### src/rtl/fifo_nibble_pkg.sv
// Shared constants and state type for the nibble FIFO feeder.
package fifo_nibble_pkg;
  localparam int NIB_W     = 4;
  localparam int WORD_NIBS = 8;
  localparam int DEPTH     = 32;
  localparam int DRAIN_MAX = 8;

  typedef enum logic [1:0] {
    IDLE  = 2'd0,
    SHIFT = 2'd1,
    FLUSH = 2'd2,
    GAP   = 2'd3
  } feeder_state_t;
endpackage

### src/rtl/fifo_nibble_feeder_shifter.sv
// Latched word and remaining-nibble count; presents the LSB nibble and a last flag.
module nibble_shifter
  import fifo_nibble_pkg::*;
(
  input  logic                       clk,
  input  logic                       reset,
  input  logic                       load,
  input  logic [NIB_W*WORD_NIBS-1:0] data,
  input  logic [3:0]                 len,
  input  logic                       shift,
  output logic [NIB_W-1:0]           nib,
  output logic                       last
);
  logic [NIB_W*WORD_NIBS-1:0] shreg_q;
  logic [3:0]                 rem_q;
  logic [3:0]                 len_eff;

  // A length of 0 means a full word; anything above a full word is clamped.
  assign len_eff = (len == 4'd0 || len > 4'(WORD_NIBS)) ? 4'(WORD_NIBS) : len;

  always_ff @(posedge clk or negedge reset) begin
    if (!reset) begin
      shreg_q <= '0;
      rem_q   <= '0;
    end else if (load) begin
      shreg_q <= data;
      rem_q   <= len_eff;
    end else if (shift) begin
      shreg_q <= shreg_q >> NIB_W;
      rem_q   <= rem_q - 4'd1;
    end
  end

  assign nib  = shreg_q[NIB_W-1:0];
  assign last = (rem_q == 4'd1);
endmodule

### src/rtl/fifo_nibble_feeder.sv
// Word-to-nibble FIFO feeder with local occupancy tracking and threshold/timeout flushes.
// Build option FEEDER_STATS_EN adds saturating word/flush/stall counters.
module fifo_nibble_feeder
  import fifo_nibble_pkg::*;
#(
  parameter int DEPTH        = fifo_nibble_pkg::DEPTH,
  parameter int FLUSH_THRESH = 8,
  parameter int TIMEOUT      = 16,
  parameter int FLUSH_HOLD   = 2
)(
  input  logic          clk,
  input  logic          reset,
  input  logic          src_valid_i,
  input  logic [31:0]   src_data_i,
  input  logic [3:0]    src_len_i,
  output logic          src_ready_o,
  output logic          fifo_wr_valid_o,
  output logic [3:0]    fifo_wr_data_o,
  output logic          fifo_flush_o,
  input  logic          fifo_full_i,
`ifdef FEEDER_STATS_EN
  input  logic          stat_clr_i,
  output logic [15:0]   stat_words_o,
  output logic [15:0]   stat_flushes_o,
  output logic [15:0]   stat_stalls_o,
`endif
  output logic [5:0]    pending_o,
  output logic          busy_o,
  output feeder_state_t state_o
);
  localparam int TW = (TIMEOUT > 0) ? $clog2(TIMEOUT + 1) : 1;
  localparam int HW = $clog2(FLUSH_HOLD);

  // Handshake: a word moves when src_valid_i and src_ready_o are both high at
  // a rising clk edge; src_ready_o is registered and never depends on src_valid_i.
  feeder_state_t   state_q, state_d, ret_q, ret_d;
  logic [5:0]      pending_q, pending_d;
  logic [TW-1:0]   timer_q, timer_d;
  logic [HW-1:0]   hold_q, hold_d;
  logic            ready_q, ready_d;
  logic            accept, space, wr, load;
  logic [NIB_W-1:0] nib;
  logic            last;

  function automatic logic flush_due(input logic [5:0] p, input logic [TW-1:0] t);
    return (int'(p) >= FLUSH_THRESH) ||
           (TIMEOUT != 0 && int'(t) == TIMEOUT && p != 6'd0);
  endfunction

  assign accept = src_valid_i & ready_q;
  assign space  = (pending_q < 6'(DEPTH - 1)) && !fifo_full_i;
  assign wr     = (state_q == SHIFT) && space;

  nibble_shifter u_shifter (
    .clk   (clk),
    .reset (reset),
    .load  (load),
    .data  (src_data_i),
    .len   (src_len_i),
    .shift (wr),
    .nib   (nib),
    .last  (last)
  );

  always_comb begin
    state_d   = state_q;
    ret_d     = ret_q;
    pending_d = pending_q;
    timer_d   = timer_q;
    hold_d    = hold_q;
    load      = 1'b0;
    case (state_q)
      IDLE: begin
        if (flush_due(pending_q, timer_q)) begin
          state_d = FLUSH;
          ret_d   = IDLE;
          hold_d  = '0;
        end else if (accept) begin
          load    = 1'b1;
          state_d = SHIFT;
          timer_d = '0;
        end else if (pending_q != 6'd0 && int'(timer_q) != TIMEOUT) begin
          timer_d = timer_q + 1'b1;
        end
      end
      SHIFT: begin
        if (wr) begin
          pending_d = pending_q + 6'd1;
          timer_d   = '0;
          if (last) state_d = IDLE;
        end else begin
          // No room: drain the consumer and come back to finish this word.
          state_d = FLUSH;
          ret_d   = SHIFT;
          hold_d  = '0;
        end
      end
      FLUSH: begin
        if (hold_q == HW'(FLUSH_HOLD - 1)) state_d = GAP;
        else                               hold_d  = hold_q + 1'b1;
      end
      GAP: begin
        pending_d = (pending_q > 6'(DRAIN_MAX)) ? pending_q - 6'(DRAIN_MAX) : 6'd0;
        timer_d   = '0;
        state_d   = ret_q;
      end
      default: state_d = IDLE;
    endcase
    ready_d = (state_d == IDLE) && !flush_due(pending_d, timer_d);
  end

  always_ff @(posedge clk or negedge reset) begin
    if (!reset) begin
      state_q   <= IDLE;
      ret_q     <= IDLE;
      pending_q <= '0;
      timer_q   <= '0;
      hold_q    <= '0;
      ready_q   <= 1'b0;
    end else begin
      state_q   <= state_d;
      ret_q     <= ret_d;
      pending_q <= pending_d;
      timer_q   <= timer_d;
      hold_q    <= hold_d;
      ready_q   <= ready_d;
    end
  end

  assign src_ready_o     = ready_q;
  assign fifo_wr_valid_o = wr;
  assign fifo_wr_data_o  = wr ? nib : 4'd0;
  assign fifo_flush_o    = (state_q == FLUSH);
  assign pending_o       = pending_q;
  assign busy_o          = (state_q != IDLE);
  assign state_o         = state_q;

`ifdef FEEDER_STATS_EN
  logic [15:0] words_q, flushes_q, stalls_q;
  always_ff @(posedge clk or negedge reset) begin
    if (!reset) begin
      words_q   <= '0;
      flushes_q <= '0;
      stalls_q  <= '0;
    end else if (stat_clr_i) begin
      words_q   <= '0;
      flushes_q <= '0;
      stalls_q  <= '0;
    end else begin
      if (accept && words_q != 16'hFFFF) words_q <= words_q + 16'd1;
      if (state_d == FLUSH && state_q != FLUSH && flushes_q != 16'hFFFF)
        flushes_q <= flushes_q + 16'd1;
      if (state_q == SHIFT && !space && stalls_q != 16'hFFFF) stalls_q <= stalls_q + 16'd1;
    end
  end
  assign stat_words_o   = words_q;
  assign stat_flushes_o = flushes_q;
  assign stat_stalls_o  = stalls_q;
`endif
endmodule
### config.mk
export PLATFORM = sky130hd
export DESIGN_NAME = fifo_nibble_feeder
export DESIGN_NICKNAME = d
export VERILOG_FILES = /design/src/rtl/fifo_nibble_pkg.sv /design/src/rtl/fifo_nibble_feeder_shifter.sv /design/src/rtl/fifo_nibble_feeder.sv
export SDC_FILE = /design/constraint.sdc
export NUM_CORES = 1
export LEC_CHECK = 0
export BUFFER_PORTS_ARGS = -buffer_cell sky130_fd_sc_hd__buf_4
export CAP_MARGIN = 20
export CORE_ASPECT_RATIO = 1.4
export CORE_UTILIZATION = 55
export DETAILED_ROUTE_END_ITERATION = 10
export GPL_TIMING_DRIVEN = 0
export PLACE_DENSITY = 0.79
export SKIP_LAST_GASP = 1
export SLEW_MARGIN = 20
export SYNTH_ARGS = -nofsm -noshare
export SYNTH_HDL_FRONTEND = slang
export SYNTH_HIERARCHICAL = 1
export SYNTH_SLANG_ARGS = --single-unit
### constraint.sdc
create_clock -name clk -period 5.4 [get_ports clk]
set_input_delay 0.54 -clock clk [delete_from_list [all_inputs] [get_ports clk]]
set_output_delay 0.54 -clock clk [all_outputs]
set_load 0.005 [all_outputs]
==> results of run 1 <==
[synth_stat cells, drive strengths merged, types with 4 or more instances]
master   n
nor3     6
a21oi   10
ha      12
inv     15
buf     12
nand2   48
nor2     9
o21ai   47
nand3    6
nand3b   4
mux2i   29
clkbuf   6
a31oi    5
and3     4
and2     6
dfrtp   52
[metal layers]
layer | up-vias | track usage, % | wire (um)
met5 | - | 0 | 0
met4 | 0 | 8.28 | 106
met3 | 10 | 3.57 | 251
met2 | 75 | 46.3 | 3480
met1 | 1153 | 26.5 | 2550
li1 | 1218 | - | -
[final timing paths]
path                                        startpoint                                 to  slack (ps)
max in group asynchronous                        reset  u_shifter/shreg_q[31]$_DFFE_PN0P_        4700
worst max register to register  pending_o[0]$_DFF_PN0_  u_shifter/shreg_q[13]$_DFFE_PN0P_        2860
worst min-delay path                             reset             pending_o[1]$_DFF_PN0_         260
worst min register to register      hold_q$_DFFE_PN0P_                 hold_q$_DFFE_PN0P_         530
min in group clk                        src_data_i[22]  u_shifter/shreg_q[22]$_DFFE_PN0P_         450
worst max-delay path            pending_o[0]$_DFF_PN0_  u_shifter/shreg_q[13]$_DFFE_PN0P_        2860
[logic make-up after synthesis]
logic type      after synthesis  share of synthesized area (%)
xor+xnor                      3                          0.882
simple gates                100                           17.5
flops                        52                           43.7
compound gates               81                           16.5
buf+inv                      33                           6.00
fa+ha+maj                    12                           5.04
mux                          31                           10.5
[layout make-up]
| cell class | instances | area share (%) |
|---|---|---|
| Multi-Input combinational cell | 227 | 42.1 |
| Sequential cell | 52 | 36.5 |
| Timing Repair Buffer | 55 | 11.6 |
| Buffer | 18 | 3.44 |
| Tap cell | 66 | 2.32 |
| Clock buffer | 5 | 1.93 |
| Inverter | 15 | 1.58 |
| Clock inverter | 3 | 0.527 |
[flip-flops by register name, indices dropped and copies added, names as in the netlist]
| register | cells |
|---|---|
| timer_q | 5 |
| hold_q | 1 |
| ret_q | 1 |
| state_o | 2 |
| u_shifter/rem_q | 4 |
| u_shifter/shreg_q | 32 |
| pending_o | 6 |
| src_ready_o | 1 |
[through the flow]
step	setup WS (ps)	instance area, um2	cells	util, %	total power [W]
after floorplan	3290	2980	312	-	0.00121
after global placement	2960	3480	433	66.9	0.00143
after detailed placement	2910	3480	433	66.9	0.00147
after CTS	2890	3560	441	68.6	0.00169
after global routing	2500	3560	441	68.6	0.00181
final	2860	3560	441	68.6	0.00167
[power breakdown]
| part | internal (W) | switching (W) |
|---|---|---|
| logic | 0.000354 | 0.000424 |
| registers | 0.000550 | 0.000135 |
| clock network | 0.0000904 | 0.000119 |
==> impl_metrics.yaml, run 1 <==
layout:
  final_common_cell: "buf_4"
  ff_latch_area_um2: 1300
  multiInputGateArea_um2: 1500
  area_growth_syn_to_layout_pct: 19.6
  drive_gt1_share_pct: 23.5
  nFillCells: 447
  antenna_cells: 0
  final_cell_mix: "buf_4, dfrtp_1, nand2_1"
  nNetsFinal: 426
route:
  dr.pass1.iters: 4
  antenna_left: 0
  drc: 0
  via_count: 2456
  wl_per_cell_um: 14.5
  vias_per_cell: 5.57
  wl_um: 6390
  drtIter0Drc: 193
setup_path:
  path_delay_family: "simple AND/OR/NAND/NOR gates"
  crit_path_end_kind: "flop"
  crit_path_start_kind: "flop"
  crit_path_top_delay_cell: "dfrtp_1"
  worst-r2r-cell-count: 9
  required_ps: 5620
  path_buf_inv: 3
  criticalPathCategory: "flop to flop"
  max_stage_delay_ps: 470
  arrival_ps: 2760
  crit_cells: 9
  worstPathCellList: "inv_1 > ha_1 > nor2b_1 > o211ai_1 > nor2_1 > buf_4 > clkbuf_1 > nand2_1 > o21ai_0"
  cp_max_fo: 10
floorplan:
  die_h_um: 89.1
  pin_count: 56
  placementRows: 31
  die_area_um2: 5720
  die_x_um: 64.2
  start_util_pct: 57.3
  core_area_um2: 5200
synthesis:
  synth.distinct_cells: 50
  synthCells: 312
  synth.ff_latch_count: 52
  synthFlopType: "dfrtp_1"
  yosysTopAreaCellShare_pct: 43.7
  synth_area_per_cell_um2: 9.55
  synth_edf_count: 0
  synth_nets: 364
  yosys_warnings: 6
  synth_area_leaders: "dfrtp_1, mux2i_1, o21ai_0"
  syn-cell-area_um2: 2980
  synthArstFlopShare_pct: 100
  yosys.area.top_type: "dfrtp_1"
  seq_area_frac_synth_pct: 43.7
global_routing:
  grt_use_total_pct: 23.9
  grt_pass1_wl_um: 10600
  grt_max_degree: 53
  grt_overflow: 0
  grt_pass1_vias: 2393
  antenna_found_initial: 0
timing:
  tightest_slew_ps: 648
  setup_viol: 0
  tns_ps: 0
  fmax_mhz: 393
  slew_viol_final: 0
  fin_skew_ps: 6.11
  fin_crit_sh_pct: 47.1
  maxSlewHeadroom_pct: 56.8
  finalHoldViolations: 0
  final.min_clock_period_ps: 2540
  holdWs_ps: 263
  rsz0062_at_grt: "no"
power_and_ir_drop:
  p_leak_nw: 1.55
  p_per_area_nw_per_um2: 469
  vdd_drop_max_mv: 0.293
clock_network:
  postCtsSetupBuffers: 0
  hold_buffers: 0
  numCtsBuffers: 5
  cts.path.max_buffers: 2
  cts_tree: "yes"
  cts.sinks: 52
  htree_levels: 2
  clk_latency_ps: 290
  clk_pin_slew_ps: 90
  cts_resized: 0
  cts-root-buf: "clkbuf_8"
placement:
  gp_congestion: 0.873
  dp_hpwl_um: 4970
  port_buffers: 55
run_status:
  status: "complete, no violations"
min_path:
  min_path_type: "input pin to asynchronous set/reset pin"
run:
  maxCapViolCount: 0
(Power assumes the default switching activity.)
==> run 2: changes to the inputs <==
--- a/config.mk
+++ b/config.mk
@@ -5,13 +5,14 @@
 export SDC_FILE = /design/constraint.sdc
 export NUM_CORES = 1
 export LEC_CHECK = 0
+export ABC_AREA = 1
 export BUFFER_PORTS_ARGS = -buffer_cell sky130_fd_sc_hd__buf_4
 export CAP_MARGIN = 20
 export CORE_ASPECT_RATIO = 1.4
-export CORE_UTILIZATION = 55
+export CORE_UTILIZATION = 51
 export DETAILED_ROUTE_END_ITERATION = 10
 export GPL_TIMING_DRIVEN = 0
-export PLACE_DENSITY = 0.79
+export PLACE_DENSITY = 0.77
 export SKIP_LAST_GASP = 1
 export SLEW_MARGIN = 20
 export SYNTH_ARGS = -nofsm -noshare
==> constraint.sdc (replaced) <==
create_clock -name clk -period 2.07 [get_ports clk]
set_input_delay 0.207 -clock clk [delete_from_list [all_inputs] [get_ports clk]]
set_output_delay 0.207 -clock clk [all_outputs]
set_load 0.005 [all_outputs]
==> impl_metrics.yaml, run 2 <==
placement:
  dp_slack_ps: -114
  gp_congestion: 0.881
  port_buffers: 55
  dp_hpwl_um: 5110
synthesis:
  seq_area_frac_synth_pct: 41.9
  yosysTopAreaCellShare_pct: 41.9
  synthMuxAreaShare_pct: 0
  synthFlopType: "dfrtp_1"
  synth.distinct_cells: 36
  ys_top_cells_by_count: "nand2_1, inv_1, dfrtp_1, nor2_1, nand3_1"
  synth_top_family_by_area: "simple AND/OR/NAND/NOR gates"
  syn-cell-area_um2: 3100
  synth-simple-area-share_pct: 22.6
  synth_compound_area_share_pct: 16.9
  synth_nets: 426
  synth_edf_count: 0
  yosys.area.top_type: "dfrtp_1"
  synth_area_per_cell_um2: 8.30
  synth.ff_latch_count: 52
  synth_adder_area_share_pct: 4.84
  synth_area_leaders: "dfrtp_1, nand2_1, inv_1"
  synthCells: 374
  synth-xor-area-share_pct: 0.282
  yosys.cell_count.top_type: "nand2_1"
  yosys_warnings: 6
  synthArstFlopShare_pct: 100
clock_network:
  clk_pin_slew_ps: 100
  clk_latency_ps: 300
  numCtsBuffers: 5
  cts_tree: "yes"
  cts.path.max_buffers: 2
  cts-root-buf: "clkbuf_8"
  cts.sinks: 52
  htree_levels: 2
min_path:
  min_path_cells: 3
  min_path_type: "input pin to flop"
  hold_start: "src_data_i[30]"
setup_path:
  required_ps: 2280
  crit_end: "u_shifter/shreg_q[1]$_DFFE_PN0P_"
  arrival_ps: 2180
  crit_path_end_kind: "flop"
  crit_start: "pending_o[0]$_DFF_PN0_"
  max_stage_delay_ps: 420
  criticalPathCategory: "flop to flop"
  cp_max_fo: 10
  cpMostUsedCell: "buf_6"
  path_delay_family: "buffers and inverters"
  crit_path_top_delay_cell: "dfrtp_1"
  crit_cells: 13
  crit_path_start_kind: "flop"
  r2r_end: "u_shifter/shreg_q[1]$_DFFE_PN0P_"
  reg2reg_slack_ps: 100
  reg2reg_from: "pending_o[0]$_DFF_PN0_"
  worstPathCellList: "inv_2 > ha_2 > nand2_4 > nand3_2 > nand2_2 > nor2_4 > inv_2 > nor2_2 > buf_6 > buf_6 > buf_6 > nand2_1 > o211ai_1"
  worst-r2r-cell-count: 13
  path_buf_inv: 5
floorplan:
  die_h_um: 94.3
  die_x_um: 67.9
  placementRows: 33
  core_area_um2: 5860
  start_util_pct: 52.9
  die_area_um2: 6410
  pin_count: 56
run_status:
  status: "complete, no violations"
timing:
  fin_crit_sh_pct: 95.2
  slew_viol_final: 0
  tns_ps: 0
  tightest_slew_ps: 662
  final.min_clock_period_ps: 1970
  finalWorstSetupSlack_ps: 99.0
  fin_skew_ps: 7.99
  setup_viol: 0
  fmax_mhz: 507
  finalHoldViolations: 0
  maxSlewHeadroom_pct: 55.8
  rsz0062_at_grt: "yes"
layout:
  ff_latch_area_um2: 1300
  drive_gt1_share_pct: 31.3
  top_register: "u_shifter/shreg_q"
  antenna_cells: 0
  nFillCells: 497
  final_common_cell: "nand2_1"
  area_growth_syn_to_layout_pct: 26.9
  final_cell_mix: "nand2_1, buf_4, inv_1"
  largest_register_ffs: 32
  nNetsFinal: 502
  multiInputGateArea_um2: 1430
  fin_util_pct: 67.2
power_and_ir_drop:
  power_switching_w: 0.00184
  power_frac_seq_pct: 36.1
  combPwrFrac_pct: 50.9
  swShare_pct: 40.1
  p_clk_share_pct: 13.0
  vdd_drop_max_mv: 0.579
  power_w: 0.00459
  p_int_w: 0.00275
  p_leak_nw: 2.01
  p_per_area_nw_per_um2: 1170
route:
  dr_wl_met2_um: 4020
  top_layer_used: "met4"
  via_count: 2721
  wl_um: 7090
  drtIter0Drc: 137
  met3_length_um: 231
  antenna_left: 0
  vias_per_cell: 5.22
  wl_per_cell_um: 13.6
  dr.pass1.iters: 4
  drc: 0
  drt-met1-wl_um: 2790
run:
  maxCapViolCount: 0
global_routing:
  grt_use_total_pct: 23.5
  grt_pass1_wl_um: 11400
  grt_pass1_vias: 2622
  antenna_found_initial: 0
  grt_max_degree: 53
  grt_overflow: 0
run 2: changes by cell type after synthesis, moves of 5 or more:
| cell | change |
|---|---|
| nand2_1 | +44 |
| nor2_1 | +18 |
| o21ai_0 | -34 |
| o221ai_2 | +14 |
| and2_1 | -6 |
| mux2i_1 | -29 |
| nand3_1 | +12 |
| inv_1 | +57 |
| clkbuf_1 | -5 |
| nor3_1 | -5 |
run 2: cell type report:
type                       instances  area share [%]
multi-input combinational        232            36.2
sequential                        52            33.1
buffer                            14            4.10
timing repair buffer              70            14.6
tap                               70            2.22
clock inverter                     2           0.254
clock buffer                       6            2.10
inverter                          75            7.49
run 2: kinds of logic after synthesis:
kind of cell	after synthesis
and+or+nand+nor	157
buffers and inverters	90
AOI/OAI and AO/OA	62
DFF	52
adders and majority gates	12
xor gates and xnor gates	1
run 2: metrics by stage:
step | instance area, um2 | std cells | hold slack [ps]
detailed placement | 3600 | 499 | 288
CTS | 3760 | 512 | 109
global route | 3940 | 521 | 110
floorplan | 3100 | 374 | -88.6
finish | 3940 | 521 | 115
global placement | 3600 | 499 | 285
run 2: worst min-delay path by stage:
stage,end,slack (ps)
floorplan,hold_q$_DFFE_PN0P_,-90
global placement,pending_o[3]$_DFF_PN0_,290
detailed placement,pending_o[3]$_DFF_PN0_,290
CTS,u_shifter/shreg_q[30]$_DFFE_PN0P_,110
global route,u_shifter/shreg_q[19]$_DFFE_PN0P_,110
finish,u_shifter/shreg_q[30]$_DFFE_PN0P_,120
run 2: worst register-to-register path: cells and delay by family (launching register included):
family          cells  cell delay (ps)
compound gates      1              100
buf+inv             5              600
flops               1              420
simple gates        6              560
fa+ha+maj           1              200
run 2: timing repair:
item,4_1_cts,5_1_grt
buffers inserted,4,8
hold buffers,1,0
pin swaps,1,4
gates cloned,0,2
gates resized for setup,8,19
setup endpoints to repair,32,37
hold endpoints to repair,52,0
run 2: layer usage:
layer	vias to the layer above	track usage [%]
met5	-	0
met1	1299	26.7
met2	65	43.8
li1	1351	-
met3	6	3.16
met4	0	6.60
run 2: power by group through the flow:
stage	Sequential, W	Combinational, W	Clock (W)
after floorplan	0.00163	0.00155	0
after global placement	0.00167	0.00204	0
after detailed placement	0.00168	0.00210	0
after CTS	0.00165	0.00219	0.000614
after global routing	0.00170	0.00263	0.000655
final	0.00166	0.00234	0.000598
